==> src/rtl/rvvi_net_event_queue.sv <==
// +------------------------------------------------------------------------+
// | rvvi_net_event_queue                                                   |
// | Net-change detector with round-robin stamping into a drainable FIFO.   |
// | Revision: 1.0                                                          |
// +------------------------------------------------------------------------+
`default_nettype none

module rvvi_net_event_queue #(
  parameter  int NCHAN = 4,
  parameter  int VW    = 64,
  parameter  int DEPTH = 8,
  localparam int CW    = (NCHAN > 1) ? $clog2(NCHAN) : 1,
  localparam int AW    = $clog2(DEPTH)
) (
  input  logic                clk,
  input  logic                rst_n,
  input  logic [NCHAN-1:0]    net_en,
  input  logic [NCHAN*VW-1:0] net_value,
  input  logic                pop_ready,
  output logic                pop_valid,
  output logic [CW-1:0]       pop_chan,
  output logic [VW-1:0]       pop_value,
  output logic [63:0]         pop_slot,
  output logic [63:0]         pop_order,
  output logic [AW:0]         count,
  output logic                full,
  output logic [63:0]         vslot,
  output logic [15:0]         coalesced
);

  localparam logic [AW:0]   c_depth = (AW+1)'(DEPTH);
  localparam logic [CW-1:0] c_last  = CW'(NCHAN-1);

  logic [VW-1:0]    r_shadow [NCHAN];
  logic [VW-1:0]    r_pval   [NCHAN];
  logic [63:0]      r_pslot  [NCHAN];
  logic [NCHAN-1:0] r_pend;
  logic [CW-1:0]    r_ptr;
  logic [63:0]      r_vslot;
  logic [63:0]      r_order;
  logic [15:0]      r_coal;
  logic [AW:0]      r_count;
  logic [AW-1:0]    r_wr;
  logic [AW-1:0]    r_rd;

  logic [CW-1:0]    r_m_chan  [DEPTH];
  logic [VW-1:0]    r_m_value [DEPTH];
  logic [63:0]      r_m_slot  [DEPTH];
  logic [63:0]      r_m_order [DEPTH];

  logic [NCHAN-1:0] w_chg;
  logic [NCHAN-1:0] w_take;
  logic             w_gnt_vld;
  logic [CW-1:0]    w_gnt;
  int               w_idx;
  logic             w_pop;
  logic             w_push;
  logic [7:0]       w_coal_n;
  logic [16:0]      w_coal_sum;

  for (genvar i = 0; i < NCHAN; i++) begin : g_chan
    assign w_chg[i]  = net_en[i] && (net_value[i*VW +: VW] != r_shadow[i]);
    assign w_take[i] = w_push && (w_gnt == CW'(i));
  end

  // First pending channel at or after the round-robin pointer wins.
  always_comb begin
    w_gnt_vld = 1'b0;
    w_gnt     = '0;
    w_idx     = 0;
    for (int k = 0; k < NCHAN; k++) begin
      w_idx = int'(r_ptr) + k;
      if (w_idx >= NCHAN) w_idx = w_idx - NCHAN;
      if (!w_gnt_vld && r_pend[w_idx]) begin
        w_gnt_vld = 1'b1;
        w_gnt     = CW'(w_idx);
      end
    end
  end

  assign w_pop  = pop_valid && pop_ready;
  assign w_push = w_gnt_vld && ((r_count != c_depth) || w_pop);

  // A change on a still-pending, ungranted channel overwrites the older sample.
  always_comb begin
    w_coal_n = '0;
    for (int i = 0; i < NCHAN; i++)
      if (r_pend[i] && w_chg[i] && !w_take[i]) w_coal_n = w_coal_n + 8'd1;
  end
  assign w_coal_sum = {1'b0, r_coal} + {9'd0, w_coal_n};

  always_ff @(posedge clk or negedge rst_n) begin
    if (!rst_n) begin
      r_vslot <= '0;
      r_order <= '0;
      r_coal  <= '0;
      r_count <= '0;
      r_wr    <= '0;
      r_rd    <= '0;
      r_ptr   <= '0;
      r_pend  <= '0;
      for (int i = 0; i < NCHAN; i++) begin
        r_shadow[i] <= '0;
        r_pval[i]   <= '0;
        r_pslot[i]  <= '0;
      end
    end else begin
      r_vslot <= r_vslot + 64'd1;
      for (int i = 0; i < NCHAN; i++) begin
        if (w_chg[i]) begin
          r_shadow[i] <= net_value[i*VW +: VW];
          r_pval[i]   <= net_value[i*VW +: VW];
          r_pslot[i]  <= r_vslot;
        end
        r_pend[i] <= w_chg[i] || (r_pend[i] && !w_take[i]);
      end
      if (w_push) begin
        r_order <= r_order + 64'd1;
        r_wr    <= r_wr + 1'b1;
        r_ptr   <= (w_gnt == c_last) ? '0 : w_gnt + 1'b1;
      end
      if (w_pop) r_rd <= r_rd + 1'b1;
      if (w_push && !w_pop)      r_count <= r_count + 1'b1;
      else if (!w_push && w_pop) r_count <= r_count - 1'b1;
      r_coal <= w_coal_sum[16] ? 16'hFFFF : w_coal_sum[15:0];
    end
  end

  always_ff @(posedge clk) begin
    if (w_push) begin
      r_m_chan[r_wr]  <= w_gnt;
      r_m_value[r_wr] <= r_pval[w_gnt];
      r_m_slot[r_wr]  <= r_pslot[w_gnt];
      r_m_order[r_wr] <= r_order;
    end
  end

  assign pop_valid = (r_count != '0);
  assign pop_chan  = pop_valid ? r_m_chan[r_rd]  : '0;
  assign pop_value = pop_valid ? r_m_value[r_rd] : '0;
  assign pop_slot  = pop_valid ? r_m_slot[r_rd]  : '0;
  assign pop_order = pop_valid ? r_m_order[r_rd] : '0;
  assign count     = r_count;
  assign full      = (r_count == c_depth);
  assign vslot     = r_vslot;
  assign coalesced = r_coal;

endmodule

`default_nettype wire

==> config.mk <==
export PLATFORM = sky130hd
export DESIGN_NAME = rvvi_net_event_queue
export DESIGN_NICKNAME = d
export VERILOG_FILES = /design/src/rtl/rvvi_net_event_queue.sv
export SDC_FILE = /design/constraint.sdc
export NUM_CORES = 2
export LEC_CHECK = 0
export CORE_MARGIN = 8
export CORE_UTILIZATION = 54
export DETAILED_ROUTE_END_ITERATION = 10
export MAX_ROUTING_LAYER = met4
export PLACE_DENSITY = 0.76
export SYNTH_ARGS = -nofsm -noshare
export SYNTH_HDL_FRONTEND = slang
export SYNTH_SLANG_ARGS = --single-unit
==> constraint.sdc <==
create_clock -name clk -period 21 [get_ports clk]
set_input_delay 6.3 -clock clk [delete_from_list [all_inputs] [get_ports clk]]
set_output_delay 6.3 -clock clk [all_outputs]
set_load 0.01 [all_outputs]
==> results.py <==
metrics = {
    "outcome": {
        "outcome": "complete, no violations",
    },
    "timing": {
        "finalCritPeriodShare_pct": 54.7,
        "fin_setup_tns_ps": 0,
        "finalWorstPathRequiredPeriod_ps": 11480,
        "grt_setup_unrepaired": "no",
        "setup_viol": 0,
        "worst_slack_ps": 9520,
        "max_freq_mhz": 87.1,
        "timing.slew.headroom_pct": 4.71,
        "finalHoldViolations": 0,
        "tightestPinTransition_ps": 1420,
        "clock_skew_ps": 38.5,
        "finalMaxSlewViolations": 0,
    },
    "route": {
        "top_signal_layer_used": "met4",
        "drcViolationCount": 0,
        "wire_per_inst_um": 28.0,
        "wl_met2_um": 113000,
        "metal1_wirelength_um": 99700,
        "dr.pass1.iters": 7,
        "route.antenna.remaining_nets": 0,
        "drt-initial-drc-count": 5373,
        "routed-wl-met3_um": 16600,
        "num_vias": 51300,
        "finalWirelength_um": 238000,
        "post_drt_via_cell_ratio": 6.04,
    },
    "worst_setup_path": {
        "cp-end-kind": "output pin",
        "crit_end": "pop_slot[63]",
        "worst-path-stages": 5,
        "worst-endpoint-required_ps": 14700,
        "max_fanout_on_critical_path": 46,
        "arrival_ps": 5180,
        "regToRegStartpoint": "r_pval[215]",
        "cpLargestDelayFamily": "buffers and inverters",
        "critical_path.max_stage_delay_ps": 1020,
        "critical_path_class": "reg2out",
        "timing.rr.end": "coalesced[2]",
        "timing.critical_path.from_type": "flop",
        "crit_top_cell": "sky130_fd_sc_hd__buf_4",
        "r2r.worst_path.cells": 17,
        "path_cells": "buf_4 -> buf_4 -> mux2i_1 -> nor2_1 -> clkdlybuf4s50_1",
        "critical_path_buf_inv_count": 3,
        "r2r_slack_ps": 15570,
        "cp-startpoint": "r_rd[2]",
        "cp_slowest_cell": "sky130_fd_sc_hd__dfrtp_4",
    },
    "clocking": {
        "post-cts-setup-buffer-count": 0,
        "clock_sink_count": 2224,
        "clock_tree_root_buffer_cell": "sky130_fd_sc_hd__clkbuf_16",
        "cts_hold_buf": 0,
        "ctsHtreeMaxLevel": 4,
        "cts.clk_slew.worst_paths_ps": 60,
        "cts_tree": "done",
        "worst_skew_pair.late_latency_ps": 850,
        "cts-buffers-inserted": 216,
        "cts_repair_resize_count": 0,
        "clock_tree.buffer_depth": 3,
    },
    "place": {
        "io_buffer_count": 542,
        "dpl_worst_slack_ps": 9210,
        "post-dp-hpwl_um": 150000,
        "dpl.cell_count": 8046,
        "place_congestion": 0.975,
        "placed_inst_area_sq_um": 99300,
    },
    "power_and_ir_drop": {
        "p_leak_nw": 39.1,
        "peakVddDrop_mv": 0.177,
        "power.density_cell_area_nw_per_um2": 164,
    },
    "job": {
        "maxCapViolations": 0,
    },
    "floorplanning": {
        "row_count": 151,
        "chipHeight_um": 427,
        "fp.dieW_um": 427,
        "fp.coreArea_sq_um": 169000,
        "floorplan.initialDensity_pct": 54.2,
        "die_ar_sq_um": 183000,
        "io_pins": 543,
    },
    "final_layout": {
        "fillCellCount": 11900,
        "final_net_count": 6329,
        "drive_gt1_share_pct": 21.0,
        "layout-area-overhead-vs-synth_pct": 16.8,
        "post_layout_nonfiller_instances": 8493,
        "fin_area_sq_um": 107000,
    },
    "synthesis": {
        "muxShareOfSynthArea_pct": 17.5,
        "synth_xor_area_share_pct": 3.81,
        "combinational_family_with_the_most_area_after_synthesis": "multiplexers",
        "synth-main-ff-cell": "sky130_fd_sc_hd__edfxtp_1",
        "synth_fa_ha_area_share_pct": 0.290,
        "synth_simple_gate_area_share_pct": 6.36,
        "avgSynthCellArea_sq_um": 16.6,
        "synthDistinctLibCells": 53,
        "synth_fp_nets": 5789,
        "synth_seq_cells": 2224,
        "proportion_of_synthesized_flip_flops_having_asynchronous_set_or_reset_pct": 30.2,
        "synth_compound_area_share_pct": 1.29,
        "synth.yosys.seq_area_share_pct": 69.4,
        "syn-cell-area_sq_um": 91400,
        "synthCells": 5506,
        "synth_enable_flop_cells": 1552,
        "count_of_synthesis_stage_warnings_from_yosys": 0,
    },
    "global_routing": {
        "grt_remaining_overflow": 0,
        "grt_antenna_before_repair": 37,
        "grt_start_max_net_pins": 132,
        "grt_usage_pct": 26.6,
        "grt_first_pass_wirelength_um": 348000,
        "grt_pass1_vias": 51600,
    },
    "hold_path": {
        "worst_hold_path.num_cells": 2,
        "worst_hold_path_type": "reg2reg",
    },
}
## report_power, final
group | total [mW] | internal (mW) | switching [mW]
logic | 6.53 | 2.47 | 4.06
clock network | 3.96 | 2.28 | 1.68
registers | 7.04 | 6.63 | 0.414
## cell families after synthesis
| logic type | after synthesis |
|---|---|
| flops | 2224 |
| simple gates | 1284 |
| mux | 1054 |
| xor+xnor | 398 |
| buf+inv | 328 |
| compound gates | 197 |
| fa+ha+maj | 20 |
| other cells | 1 |
## worst min path at each step
stage / slack (ps) / to / from
global placement: 460 / r_pslot[111] / r_pslot[111]
global route: 500 / r_pslot[254] / r_pslot[254]
finish: 480 / r_pslot[50] / r_pslot[50]
CTS: 480 / r_pslot[50] / r_pslot[50]
floorplan: 450 / r_pslot[0] / r_pslot[0]
detailed placement: 470 / r_pslot[50] / r_pslot[50]
## per-layer routing
| metal | GRT usage, % | vias up |
|---|---|---|
| met4 | 10.1 | 0 |
| met1 | 36.7 | 26900 |
| met2 | 40.1 | 2024 |
| li1 | - | 22000 |
| met3 | 4.48 | 397 |
| met5 | - | - |
## flip-flops by register name, indices dropped and copies added (netlist names), 3 cells and up
register	cells
coalesced	16
count	4
r_m_chan	16
r_m_order	512
r_m_slot	512
r_m_value	512
r_order	64
r_pend	4
r_pslot	256
r_pval	256
r_rd	3
r_wr	3
vslot	64
## Yosys cell counts, types with 16 or more instances
cell	number	area share, %
sky130_fd_sc_hd__buf_1	81	0.33
sky130_fd_sc_hd__ha_1	18	0.25
sky130_fd_sc_hd__nand3_1	52	0.28
sky130_fd_sc_hd__mux2i_1	196	2.1
sky130_fd_sc_hd__nand2_1	652	2.7
sky130_fd_sc_hd__nand4_1	80	0.55
sky130_fd_sc_hd__xnor2_1	279	2.7
sky130_fd_sc_hd__nor3_1	16	0.088
sky130_fd_sc_hd__dfrtp_1	672	18
sky130_fd_sc_hd__and3_1	148	1.0
sky130_fd_sc_hd__mux4_2	388	9.6
sky130_fd_sc_hd__inv_1	29	0.12
sky130_fd_sc_hd__nor2_1	244	1.0
sky130_fd_sc_hd__nor4_1	34	0.23
sky130_fd_sc_hd__xor2_1	119	1.1
sky130_fd_sc_hd__a31oi_1	130	0.89
sky130_fd_sc_hd__o21ai_0	51	0.28
sky130_fd_sc_hd__mux2_2	470	5.8
sky130_fd_sc_hd__buf_2	19	0.10
sky130_fd_sc_hd__clkbuf_1	196	0.80
sky130_fd_sc_hd__edfxtp_1	1552	51
## cells in the final DEF (no fill, tap or decap), types with 148 or more instances in the layout
master                            count
sky130_fd_sc_hd__edfxtp_1          1552
sky130_fd_sc_hd__dfrtp_1            669
sky130_fd_sc_hd__nand2_1            649
sky130_fd_sc_hd__clkdlybuf4s50_1    541
sky130_fd_sc_hd__mux2_2             470
sky130_fd_sc_hd__mux4_2             388
sky130_fd_sc_hd__xnor2_1            279
sky130_fd_sc_hd__nor2_1             243
sky130_fd_sc_hd__clkbuf_16          217
sky130_fd_sc_hd__mux2i_1            196
sky130_fd_sc_hd__and3_1             148
## area by class of cell
| type | instances | area, sq um | share of cell area [%] |
|---|---|---|---|
| inverter | 30 | 123 | 0.115 |
| multi-input combinational | 2954 | 26900 | 25.2 |
| timing repair buffer | 620 | 6100 | 5.72 |
| sequential | 2224 | 63400 | 59.4 |
| antenna | 38 | 95.1 | 0.0891 |
| tap | 2218 | 2780 | 2.60 |
| clock buffer | 280 | 5920 | 5.55 |
| clock inverter | 129 | 1440 | 1.35 |
## worst register-to-register path, stage by stage (launching register included)
cell and delay, ps:
sky130_fd_sc_hd__dfrtp_1 430, sky130_fd_sc_hd__xnor2_1 420, sky130_fd_sc_hd__nand4_1 150, sky130_fd_sc_hd__nor4_1 520, sky130_fd_sc_hd__nand4_1 280, sky130_fd_sc_hd__nand2_4 560, sky130_fd_sc_hd__nor2_1 190, sky130_fd_sc_hd__ha_1 250
sky130_fd_sc_hd__nor2b_1 160, sky130_fd_sc_hd__or2_2 280, sky130_fd_sc_hd__ha_1 310, sky130_fd_sc_hd__o32ai_1 400, sky130_fd_sc_hd__fa_1 270, sky130_fd_sc_hd__nor2b_1 60, sky130_fd_sc_hd__o21ai_0 160, sky130_fd_sc_hd__nand2b_1 260
sky130_fd_sc_hd__nand3_1 440, sky130_fd_sc_hd__o21ai_0 160
## through the flow
step / power, mW / utilization, % / hold slack [ps]
after global routing: 18.2 / 63.3 / 505
after floorplan: 10.9 / - / 450
after global placement: 13.5 / 58.9 / 461
after CTS: 17.7 / 63.2 / 484
final: 17.5 / 63.3 / 481
after detailed placement: 13.7 / 58.9 / 470
(Power assumes the default switching activity.)
